$ cat config.mk
export PLATFORM = sky130hd
export DESIGN_NAME = imm_gen_pipe
export DESIGN_NICKNAME = d
export VERILOG_FILES = /design/src/rtl/rv_pkg.sv /design/src/rtl/imm_ext_comb.sv /design/src/rtl/imm_gen_pipe.sv
export SDC_FILE = /design/constraint.sdc
export NUM_CORES = 1
export LEC_CHECK = 0
export ABC_AREA = 0
export CORE_ASPECT_RATIO = 1.2
export CORE_MARGIN = 3
export CORE_UTILIZATION = 46
export CTS_CLUSTER_SIZE = 20
export DETAILED_ROUTE_END_ITERATION = 6
export PLACE_DENSITY = 0.77
export SYNTH_ARGS = -nofsm -noshare
export SYNTH_HDL_FRONTEND = slang
export SYNTH_HIERARCHICAL = 1
export SYNTH_SLANG_ARGS = --single-unit
$ cat constraint.sdc
create_clock -name clk -period 1.8 [get_ports clk]
set_input_delay 0.36 -clock clk [delete_from_list [all_inputs] [get_ports clk]]
set_output_delay 0.36 -clock clk [all_outputs]
set_load 0.01 [all_outputs]
$ cat src/rtl/rv_pkg.sv
`default_nettype none
// ============================================================================
//  Module   : rv_pkg
//  Brief    : Shared RISC-V definitions: immediate-format selector encodings
//             and the default datapath width.
//  Revision : 1.0  initial release
// ============================================================================
package rv_pkg;

    localparam int XLEN_DEFAULT = 32;

    typedef logic [2:0] imm_src_t;

    localparam imm_src_t IMM_I     = 3'b000;
    localparam imm_src_t IMM_S     = 3'b001;
    localparam imm_src_t IMM_B     = 3'b010;
    localparam imm_src_t IMM_U     = 3'b011;
    localparam imm_src_t IMM_J     = 3'b100;
    localparam imm_src_t IMM_UA    = 3'b101;
    localparam imm_src_t IMM_SHAMT = 3'b110;
    localparam imm_src_t IMM_ILL   = 3'b111;

endpackage
`default_nettype wire

$ cat src/rtl/imm_ext_comb.sv
`default_nettype none
// ============================================================================
//  Module   : imm_ext_comb
//  Brief    : Pure combinational immediate format mux. Builds a 32-bit
//             sign-extended immediate, then widens it to XLEN (32 or 64).
//  Revision : 1.0  initial release
// ============================================================================
module imm_ext_comb
    import rv_pkg::*;
#(
    parameter int XLEN = XLEN_DEFAULT
) (
    input  logic [31:0]     instr,
    input  logic [2:0]      imm_src,
    output logic [XLEN-1:0] imm,
    output logic            illegal
);

    logic [31:0] imm32;

    // Format decode to a 32-bit immediate; shamt keeps bit 31 clear so the
    // widening step below zero-extends it.
    always_comb begin
        imm32   = '0;
        illegal = 1'b0;
        case (imm_src)
            IMM_I:         imm32 = {{20{instr[31]}}, instr[31:20]};
            IMM_S:         imm32 = {{20{instr[31]}}, instr[31:25], instr[11:7]};
            IMM_B:         imm32 = {{20{instr[31]}}, instr[7], instr[30:25],
                                    instr[11:8], 1'b0};
            IMM_U, IMM_UA: imm32 = {instr[31:12], 12'h000};
            IMM_J:         imm32 = {{12{instr[31]}}, instr[19:12], instr[20],
                                    instr[30:21], 1'b0};
            IMM_SHAMT:     imm32 = {26'b0, instr[25] & (XLEN == 64), instr[24:20]};
            default: begin
                imm32   = '0;
                illegal = 1'b1;
            end
        endcase
    end

    // Widen to the datapath; only 32 and 64 are legal XLEN values.
    if (XLEN == 64) begin : g_xlen64
        assign imm = {{32{imm32[31]}}, imm32};
    end else begin : g_xlen32
        assign imm = imm32;
    end

endmodule
`default_nettype wire

$ cat src/rtl/imm_gen_pipe.sv
`default_nettype none
// ============================================================================
//  Module   : imm_gen_pipe
//  Brief    : Pipelined immediate generator. One-cycle registered output with
//             a 2-entry (output + skid) buffer behind a valid/ready handshake,
//             plus a saturating counter of accepted illegal-format beats.
//  Revision : 1.0  initial release
// ============================================================================
module imm_gen_pipe
    import rv_pkg::*;
#(
    parameter int XLEN  = XLEN_DEFAULT,
    parameter int CNT_W = 8,
    parameter int TAG_W = 5
) (
    input  logic             clk,
    input  logic             rst_n,
    input  logic             in_valid,
    output logic             in_ready,
    input  logic [31:0]      in_instr,
    input  logic [2:0]       in_imm_src,
    input  logic [TAG_W-1:0] in_tag,
    output logic             out_valid,
    input  logic             out_ready,
    output logic [XLEN-1:0]  out_imm,
    output logic [TAG_W-1:0] out_tag,
    output logic             out_illegal,
    output logic [CNT_W-1:0] err_count,
    input  logic             err_clr
);

    logic [XLEN-1:0]  ext_imm;
    logic             ext_ill;

    logic             out_valid_q, out_valid_d;
    logic [XLEN-1:0]  out_imm_q,   out_imm_d;
    logic [TAG_W-1:0] out_tag_q,   out_tag_d;
    logic             out_ill_q,   out_ill_d;
    logic             skid_valid_q, skid_valid_d;
    logic [XLEN-1:0]  skid_imm_q,  skid_imm_d;
    logic [TAG_W-1:0] skid_tag_q,  skid_tag_d;
    logic             skid_ill_q,  skid_ill_d;
    logic             in_ready_q,  in_ready_d;
    logic [CNT_W-1:0] err_q,       err_d;

    logic             accept;
    logic             drain;

    imm_ext_comb #(
        .XLEN (XLEN)
    ) u_ext (
        .instr   (in_instr),
        .imm_src (in_imm_src),
        .imm     (ext_imm),
        .illegal (ext_ill)
    );

    assign accept = in_valid && in_ready_q;
    assign drain  = out_valid_q && out_ready;

    // Next-state for output stage, skid entry, ready flag and error counter.
    always_comb begin
        out_valid_d  = out_valid_q;
        out_imm_d    = out_imm_q;
        out_tag_d    = out_tag_q;
        out_ill_d    = out_ill_q;
        skid_valid_d = skid_valid_q;
        skid_imm_d   = skid_imm_q;
        skid_tag_d   = skid_tag_q;
        skid_ill_d   = skid_ill_q;
        err_d        = err_q;

        if (!out_valid_q || drain) begin
            // Output stage is free this edge; older skid data goes first.
            if (skid_valid_q) begin
                out_valid_d  = 1'b1;
                out_imm_d    = skid_imm_q;
                out_tag_d    = skid_tag_q;
                out_ill_d    = skid_ill_q;
                skid_valid_d = 1'b0;
            end else if (accept) begin
                out_valid_d  = 1'b1;
                out_imm_d    = ext_imm;
                out_tag_d    = in_tag;
                out_ill_d    = ext_ill;
            end else begin
                out_valid_d  = 1'b0;
            end
        end else if (accept) begin
            // Output stalled: park the new beat in the skid entry.
            skid_valid_d = 1'b1;
            skid_imm_d   = ext_imm;
            skid_tag_d   = in_tag;
            skid_ill_d   = ext_ill;
        end

        // Registered ready: drops as soon as the skid entry is occupied.
        in_ready_d = !skid_valid_d;

        if (err_clr) begin
            err_d = '0;
        end else if (accept && ext_ill && (err_q != {CNT_W{1'b1}})) begin
            err_d = err_q + CNT_W'(1);
        end
    end

    // State registers; reset discards every in-flight beat.
    always_ff @(posedge clk or negedge rst_n) begin
        if (!rst_n) begin
            out_valid_q  <= 1'b0;
            out_imm_q    <= '0;
            out_tag_q    <= '0;
            out_ill_q    <= 1'b0;
            skid_valid_q <= 1'b0;
            skid_imm_q   <= '0;
            skid_tag_q   <= '0;
            skid_ill_q   <= 1'b0;
            in_ready_q   <= 1'b1;
            err_q        <= '0;
        end else begin
            out_valid_q  <= out_valid_d;
            out_imm_q    <= out_imm_d;
            out_tag_q    <= out_tag_d;
            out_ill_q    <= out_ill_d;
            skid_valid_q <= skid_valid_d;
            skid_imm_q   <= skid_imm_d;
            skid_tag_q   <= skid_tag_d;
            skid_ill_q   <= skid_ill_d;
            in_ready_q   <= in_ready_d;
            err_q        <= err_d;
        end
    end

    assign in_ready    = in_ready_q;
    assign out_valid   = out_valid_q;
    assign out_imm     = out_imm_q;
    assign out_tag     = out_tag_q;
    assign out_illegal = out_ill_q;
    assign err_count   = err_q;

endmodule
`default_nettype wire

# Word-level counts from Yosys, hierarchy flattened
# Index checks and enable logic that the tools add are counted.
# word_totals
register_bits,87
input_bits,45
wordCells,47
# classes
addsub,1
eq_ne,7
muxes,14
bitwise_logic,1
reduce_logical,14
# op_table
operator,count
one-hot mux 32 bit (6 select lines),1
2-to-1 mux 32 bit,2
2-to-1 mux 8 bit,2
2-to-1 mux 5 bit,2
equality test 3 bit (second input constant),3
adder 8 x 1 -> 8 bit (second input constant),1
inequality test 8 bit (second input constant),1
2-to-1 mux 1 bit,7
OR reduction 7 bit,1
equality test 3 x 2 -> 1 bit (second input constant),2
logical AND 1 bit,4
AND reduction 2 bit,2
nonzero test 2 bit,2
equality test 3 x 1 -> 1 bit (second input constant),1
zero test 3 bit,1
zero test 1 bit,2
OR reduction 2 bit,1
logical OR 1 bit,1
NOT 1 bit,1

# Logic depth before layout (Yosys ltp)
# Gate-level depths: netlist of the first run.
# depth
word_depth,7
mapped_depth,7
mapped_depth_nobuf,6

# Cells and area by module
# The synthesis of the first run kept the hierarchy.
# by_module_without_submodules
mod,instances,cells_each,area_each_um2
imm_gen_pipe,1,297,3663.5
imm_ext_comb,1,104,698.2

# Worst setup path before layout of the first run
# No wires, ideal clock.
# synth_timing
path_type,input -> register
from,in in_imm_src[0]
to,"reg err_q[5], in the netlist err_count[5]"
setup_time_ns,0.078
arrival_time_ns,1.678
t_required_ns,1.722
path_slack_ns,0.044
path_stages,7
n_path_buf,1
path_cell_list,buf_4 nand2_1 nor2_1 nand3_2 a21o_1 or4_1 a21oi_1
# synth_via
elab_chain_cells,6
elab_cells_between_ends,12
cone_classes,eq/ne (6); mux (1); reduce/logical (5)
# synth_lines
item,line_no,text
"start, declared",imm_gen_pipe.sv:21,"input logic [2:0] in_imm_src,"
"equality test 3 x 1 -> 1 bit, or another cell as far along",imm_ext_comb.sv:26,case (imm_src)
OR reduction 7 bit (no line) (*),n/a,
2-to-1 mux 1 bit (*),imm_ext_comb.sv:26,
net ext_ill,imm_gen_pipe.sv:33,logic ext_ill;
logical AND 1 bit (*) (2 in a row),imm_gen_pipe.sv:102,end else if (accept && ext_ill && (err_q != {CNT_W{1'b1}})) begin
nonzero test 2 bit (no line) (*),n/a,
"end signal, assigned",imm_gen_pipe.sv:130,err_q <= err_d;
"end, declared",imm_gen_pipe.sv:44,"logic [CNT_W-1:0] err_q, err_d;"
# The timed path passes the listed nets; every way through them passes the cells marked *.
# A chain may end at the register's enable or synchronous reset.

# Worst setup path after layout of the first run
# layout_timing
from,in in_imm_src[2]
to,"reg out_imm_q[29], in the netlist out_imm[29]"
# layout_via
elab_chain_cells,5
elab_cells_between_ends,11
cone_classes,eq/ne (6); mux (3); reduce/logical (2)
# layout_lines
item,line_no,text
equality test 3 x 2 -> 1 bit / equality test 3 bit (equally long branches),imm_ext_comb.sv:26,
OR reduction 2 bit,n/a,
one-hot mux 32 bit (6 select lines) (*),imm_ext_comb.sv:26,
net ext_imm[29],imm_gen_pipe.sv:32,logic [XLEN-1:0] ext_imm;
2-to-1 mux 32 bit (*),imm_gen_pipe.sv:81,end else if (accept) begin
2-to-1 mux 32 bit (*),imm_gen_pipe.sv:75,if (skid_valid_q) begin
"end signal, assigned",imm_gen_pipe.sv:122,out_imm_q <= out_imm_d;
"end, declared",imm_gen_pipe.sv:36,"logic [XLEN-1:0] out_imm_q, out_imm_d;"
# The timed path passes the listed nets; every way through them passes the cells marked *. The select of a mux whose other input is x is not followed.

==> metrics.cfg, run 1 <==
[synth]
synth_top_area_share_pct=49.3
synth_edf_count=0
synth_area_leaders=dfrtp_1 (49%), mux2_2 (9.8%), mux2i_1 (9.0%)
synth_seq_cells=87
yosys_warnings=6
yosys.area.top_type=dfrtp_1
avgSynthCellArea_sq_um=10.9
yosys.cell_types.count=40
syn_area_sq_um=4360
async_reset_ff_share_pct=100
syn_inst=401
ys_seq_area_share_pct=49.9
ys.flop_type=dfrtp_1
synth_fp_nets=447

[floorplanning]
num_rows=38
pin_count=93
die_y_um=113
start_util_pct=47.8
die_w_um=94.9
coreArea_sq_um=9130
dieArea_sq_um=10700

[global_routing]
grt_pass1_vias=3403
grt_pass1_wl_um=16700
antenna_found_initial=0
grt_max_degree=44
grt_remaining_overflow=0
grt_usage_pct=20.0

[sta]
slew_violations=0
max_slew_margin_pct=66.1
setup_violations=0
tightest_slew_ns=0.509
rsz0062_at_grt=no
skew_ns=0.0106
finalCritPeriodShare_pct=98.0
fmax_mhz=567
setup_ws_ns=0.0365
period_needed_ns=1.76
holdWs_ns=0.509
hold_viol_final=0

[drt]
wl_um=9890
avgViaCountPerCell=5.30
num_vias=3307
drc=0
wire_per_inst_um=15.9
drtIter0Drc=99
drtAntennaViolNets=0
dr.pass1.iters=4

[power]
p_per_area_nw_per_um2=1040
leakagePower_nw=2.46
vdd_drop_max_mv=0.618

[critical_path]
critPathLaunchType=primary input
critical_path_class=primary input to flop
cp-startpoint=in_imm_src[2]
r2r_slack_ns=0.11
path_cells=clkdlybuf4s50_1, buf_4, or2_4, a21oi_2, buf_12, a221oi_2, mux2i_1, a21oi_1
path_buf_inv=3
crit_end=out_imm[29]
rr_endpoint=err_count[5]
path_delay_family=buffers and inverters
crit_arrival_ns=2.00
endpoint_kind=flop
path_depth=8
crit_path_top_delay_cell=clkdlybuf4s50_1
reg2regPathDepth=5
r2r-start=err_count[0]
critPathRequiredTime_ns=2.04
critical_path.max_fanout=11
slowest_delay_ns=0.46

[clocking]
clockBufferDepth=2
clkTransAtPathRegs_ns=0.08
cts_buffers=9
htree_levels=3
clock_latency_ns=0.36
root_buffer=clkbuf_8
post_cts_buffers=0
cts_sinks=87
cts_tree=done

[cells_and_area]
fin_nets=545
syn_to_final_growth_pct=33.2
drive_gt1_share_pct=23.0
diodes=0

[hold_path]
hp-class=primary input to async pin

[placed_design]
io_buffer_count=85
dp_slack_ns=-0.354
place_congestion=0.820
dp_hpwl_um=7250

[job]
maxCapViolations=0

[outcome]
status=finished, final reports clean

[cells in the mapped netlist, types with 3 or more instances]
| cell type | n |
|---|---|
| buf_2 | 14 |
| nand2_1 | 6 |
| a21oi_1 | 61 |
| mux2i_1 | 39 |
| a21o_1 | 12 |
| nand3_1 | 3 |
| inv_1 | 16 |
| buf_1 | 5 |
| xnor2_1 | 4 |
| mux2_2 | 38 |
| dfrtp_1 | 86 |
| clkbuf_1 | 4 |
| o22ai_1 | 10 |
| nor2_1 | 53 |
| buf_6 | 4 |
| a221oi_2 | 10 |
| nand2b_1 | 3 |
| nor2b_1 | 3 |
| a22o_1 | 4 |
[through the flow]
stage                     area (sq um)  power [mW]  TNS (ns)  instances  util [%]
after floorplan                   4360        3.69         0        401         -
after global placement            5550        4.57    -14.03        607      60.8
after detailed placement          5550        4.65    -15.90        607      60.8
after CTS                         5770        6.12         0        624      63.2
after global routing              5810        6.44         0        624      63.7
final                             5810        6.07         0        624      63.7
[cell usage in the layout (no fill, tap or decap), types with 9 or more instances in the layout]
cell type and n:
a21o_1 12, a21oi_1 61, clkdlybuf4s50_1 83, nor2_1 51, clkbuf_8 9, dfrtp_1 84, buf_12 9, a221oi_2 11
inv_1 16, o22ai_1 9, mux2_2 38, mux2i_1 39, buf_4 23
[how the worst min path moves through the flow]
stage,startpoint,to
finish,rst_n,out_imm[26]
global route,skid_imm_q[27],skid_imm_q[27]
CTS,rst_n,skid_imm_q[10]
detailed placement,rst_n,out_imm[26]
global placement,rst_n,out_tag[4]
floorplan,rst_n,err_count[0]
[power breakdown]
group	switching (mW)	total (mW)	internal (mW)
combinational	0.808	1.88	1.07
clock	0.699	1.47	0.771
sequential	0.262	2.72	2.46
total	1.77	6.07	4.30
[flip-flops by register name (all words and copies together), names as in the netlist]
name	count
out_illegal	1
in_ready	1
out_imm	32
out_valid	1
skid_tag_q	5
skid_ill_q	1
err_count	8
out_tag	5
skid_imm_q	32
skid_valid_q	1
[cell families (layout without fill, tap and decap cells)]
family                     Yosys count  after routing  synth area share [%]
AOI/OAI and AO/OA                  107            107                  16.6
DFF                                 87             87                  49.9
xor gates and xnor gates             5              5                  1.00
buffers and inverters               47            150                  5.36
muxes                               77             77                  18.8
and+or+nand+nor                     77             77                  8.06
adders and majority gates            1              1                 0.287
[final cells by class]
cell class | instances | area (sq um)
Multi-Input combinational cell | 267 | 2000
Timing Repair Buffer | 118 | 1210
Fill cell | 757 | 3320
Inverter | 16 | 60.1
Sequential cell | 87 | 2180
Tap cell | 120 | 150
Clock inverter | 7 | 87.6
Clock buffer | 9 | 124
[metal layers]
metal	wire length (um)	GRT usage, %
met3	323	3.55
met4	159	7.70
met5	0	0
met1	4220	25.8
met2	5190	33.2
[what timing repair did]
item,CTS,global route
setup endpoints to repair,1,12
hold buffers,1,0
cloned,0,0
hold endpoints to repair,35,0
resized for setup,1,10
(Power assumes the default switching activity.)
==> inputs of run 2 (changes only) <==
--- a/config.mk
+++ b/config.mk
@@ -8,10 +8,10 @@
 export ABC_AREA = 0
 export CORE_ASPECT_RATIO = 1.2
 export CORE_MARGIN = 3
-export CORE_UTILIZATION = 46
+export CORE_UTILIZATION = 45
 export CTS_CLUSTER_SIZE = 20
 export DETAILED_ROUTE_END_ITERATION = 6
-export PLACE_DENSITY = 0.77
+export PLACE_DENSITY = 0.76
 export SYNTH_ARGS = -nofsm -noshare
 export SYNTH_HDL_FRONTEND = slang
 export SYNTH_HIERARCHICAL = 1
==> run 2 against run 1 <==
Compared with the run above:
- maximum frequency is 1.3% lower
- setup slack worse by 0.024 ns
- critical path type unchanged
- clock power up 12%
- power is 3.1% higher
- register-to-register slack barely moved
- global-route usage down 0.86 points
- critical endpoint is now skid_imm_q[0]
==> metrics.cfg, run 2 (same netlist as run 1, synthesis figures left out) <==
[critical_path]
critical_path.max_fanout=18  ; +7
slowest_delay_ns=0.50  ; +0.04 ns
r2r-start=err_count[1]
path_cells=clkdlybuf4s50_1, buf_4, buf_4, nand2b_1, a21boi_0, o22ai_1, mux2_2
critPathLaunchType=primary input
crit_top_cell=buf_4
path_depth=7  ; -1
critPathRequiredTime_ns=2.05  ; about the same
critical_path_class=primary input to flop
crit_end=skid_imm_q[0]
path_buf_inv=3  ; unchanged
r2r_slack_ns=0.12  ; about the same
endpoint_kind=flop
path_delay_family=buffers and inverters
reg2regPathDepth=5  ; unchanged
cp-startpoint=in_imm_src[0]
rr_endpoint=err_count[5]
crit_path_top_delay_cell=clkdlybuf4s50_1
crit_arrival_ns=2.03  ; +0.03 ns

[drt]
wl_um=9810  ; -0.86%
drc=0  ; unchanged
drtAntennaViolNets=0  ; unchanged
num_vias=3357  ; +1.5%
drtIter0Drc=89  ; -10%
avgViaCountPerCell=5.35  ; +1.0%
wire_per_inst_um=15.6  ; -1.3%
dr.pass1.iters=4  ; unchanged
wl_met1_um=4260  ; +0.78%
route.met2.wl_um=5010  ; -3.4%
top_layer_used=met4
met3_length_um=325  ; +0.62%

[sta]
skew_ns=0.00636  ; -0.00423 ns
rsz0062_at_grt=yes
period_needed_ns=1.79  ; +0.0240 ns
slew_violations=0  ; unchanged
hold_viol_final=0  ; unchanged
setup_tns_ns=0  ; unchanged
setup_ws_ns=0.0125  ; -0.0240 ns
finalCritPeriodShare_pct=99.3  ; +1.3 points
setup_violations=0  ; unchanged
tightest_slew_ns=0.525  ; +0.0164 ns
max_slew_margin_pct=64.9  ; -1.2 points
fmax_mhz=559  ; -1.3%

[global_routing]
grt_usage_pct=19.1  ; -0.86 points
grt_pass1_wl_um=16200  ; -3.1%
grt_remaining_overflow=0  ; unchanged
grt_pass1_vias=3350  ; -1.6%
grt_max_degree=32  ; -27%
antenna_found_initial=0  ; unchanged

[floorplanning]
dieArea_sq_um=10900  ; +2.1%
coreArea_sq_um=9220  ; +1.0%
start_util_pct=47.3  ; -0.49 points
num_rows=38  ; unchanged
pin_count=93  ; unchanged
die_w_um=95.9  ; +1.0%
die_y_um=114  ; +1.0%

[placed_design]
dp_hpwl_um=7220  ; -0.37%
dp_slack_ns=-0.372  ; -0.0181 ns
place_congestion=0.845  ; +3.1%
io_buffer_count=85  ; unchanged
dp_cells=608  ; +0.16%

[cells_and_area]
stdcell_count=627  ; +0.48%
layout_common_cells=dfrtp_1 (84), clkdlybuf4s50_1 (83), a21oi_1 (61)
diodes=0  ; unchanged
final-seq-area_sq_um=2180  ; unchanged
drive_gt1_share_pct=23.5  ; +0.46 points
nFillCells=767  ; +1.3%
final_common_cell=dfrtp_1
syn_to_final_growth_pct=34.3
multiInputGateArea_sq_um=1990  ; about the same
fin_nets=548  ; +0.55%

[clocking]
root_buffer=clkbuf_8
cts_buffers=9  ; unchanged
clock_latency_ns=0.36  ; about the same
htree_levels=3  ; unchanged
cts_sinks=87  ; unchanged
clkTransAtPathRegs_ns=0.09  ; about the same
clockBufferDepth=2  ; unchanged
cts_tree=done

[power]
p_per_area_nw_per_um2=1070  ; +2.2%
p_total_mw=6.25  ; +3.1%
leakagePower_nw=2.49  ; +1.1%
vdd_drop_max_mv=0.479  ; -23%

[hold_path]
hp-class=primary input to async pin

[outcome]
status=finished, final reports clean

[job]
maxCapViolations=0  ; unchanged

run 2: routing by layer:
metal / vias up / track usage, %
met3: 15 / 3.03
li1: 1634 / -
met4: 0 / 8.63
met5: - / 0
met2: 59 / 31.6
met1: 1649 / 24.5
run 2: timing repair:
| item | in CTS | in global routing |
|---|---|---|
| setup endpoints to repair | 2 | 27 |
| cloned | 0 | 0 |
| hold endpoints to repair | 25 | 0 |
| resized for setup | 2 | 12 |
| setup buffers | 0 | 2 |
| pin swaps | 0 | 1 |
| hold buffers | 1 | 0 |
run 2: stage by stage:
stage	instance area [sq um]	utilization [%]	hold slack (ns)
after floorplan	4360	-	0.0644
after global placement	5550	60.1	0.316
after detailed placement	5550	60.1	0.324
after CTS	5800	62.9	0.461
after global routing	5860	63.5	0.493
final	5860	63.5	0.464
run 2: layout make-up:
class	instances	share of cell area, %
Sequential cell	87	37.2
Multi-Input combinational cell	267	34.0
Timing Repair Buffer	121	21.0
Tap cell	120	2.56
Clock buffer	10	2.35
Clock inverter	6	1.84
Inverter	16	1.03
run 2: where the power goes:
part           total (mW)  internal (mW)  switching [mW]
Clock                1.65          0.955           0.692
Sequential           2.73           2.46           0.270
Combinational        1.88           1.08           0.802
Total                6.25           4.49            1.76
run 2: worst min path at each step:
stage	to	from	slack [ns]	depth (start not counted)
6_report	out_tag[4]	rst_n	0.46	2
5_1_grt	out_tag[4]	rst_n	0.49	2
4_1_cts	out_tag[4]	rst_n	0.46	2
3_5_place_dp	out_tag[4]	rst_n	0.32	1
3_3_place_gp	out_tag[4]	rst_n	0.32	1
2_1_floorplan	err_count[0]	rst_n	0.06	0
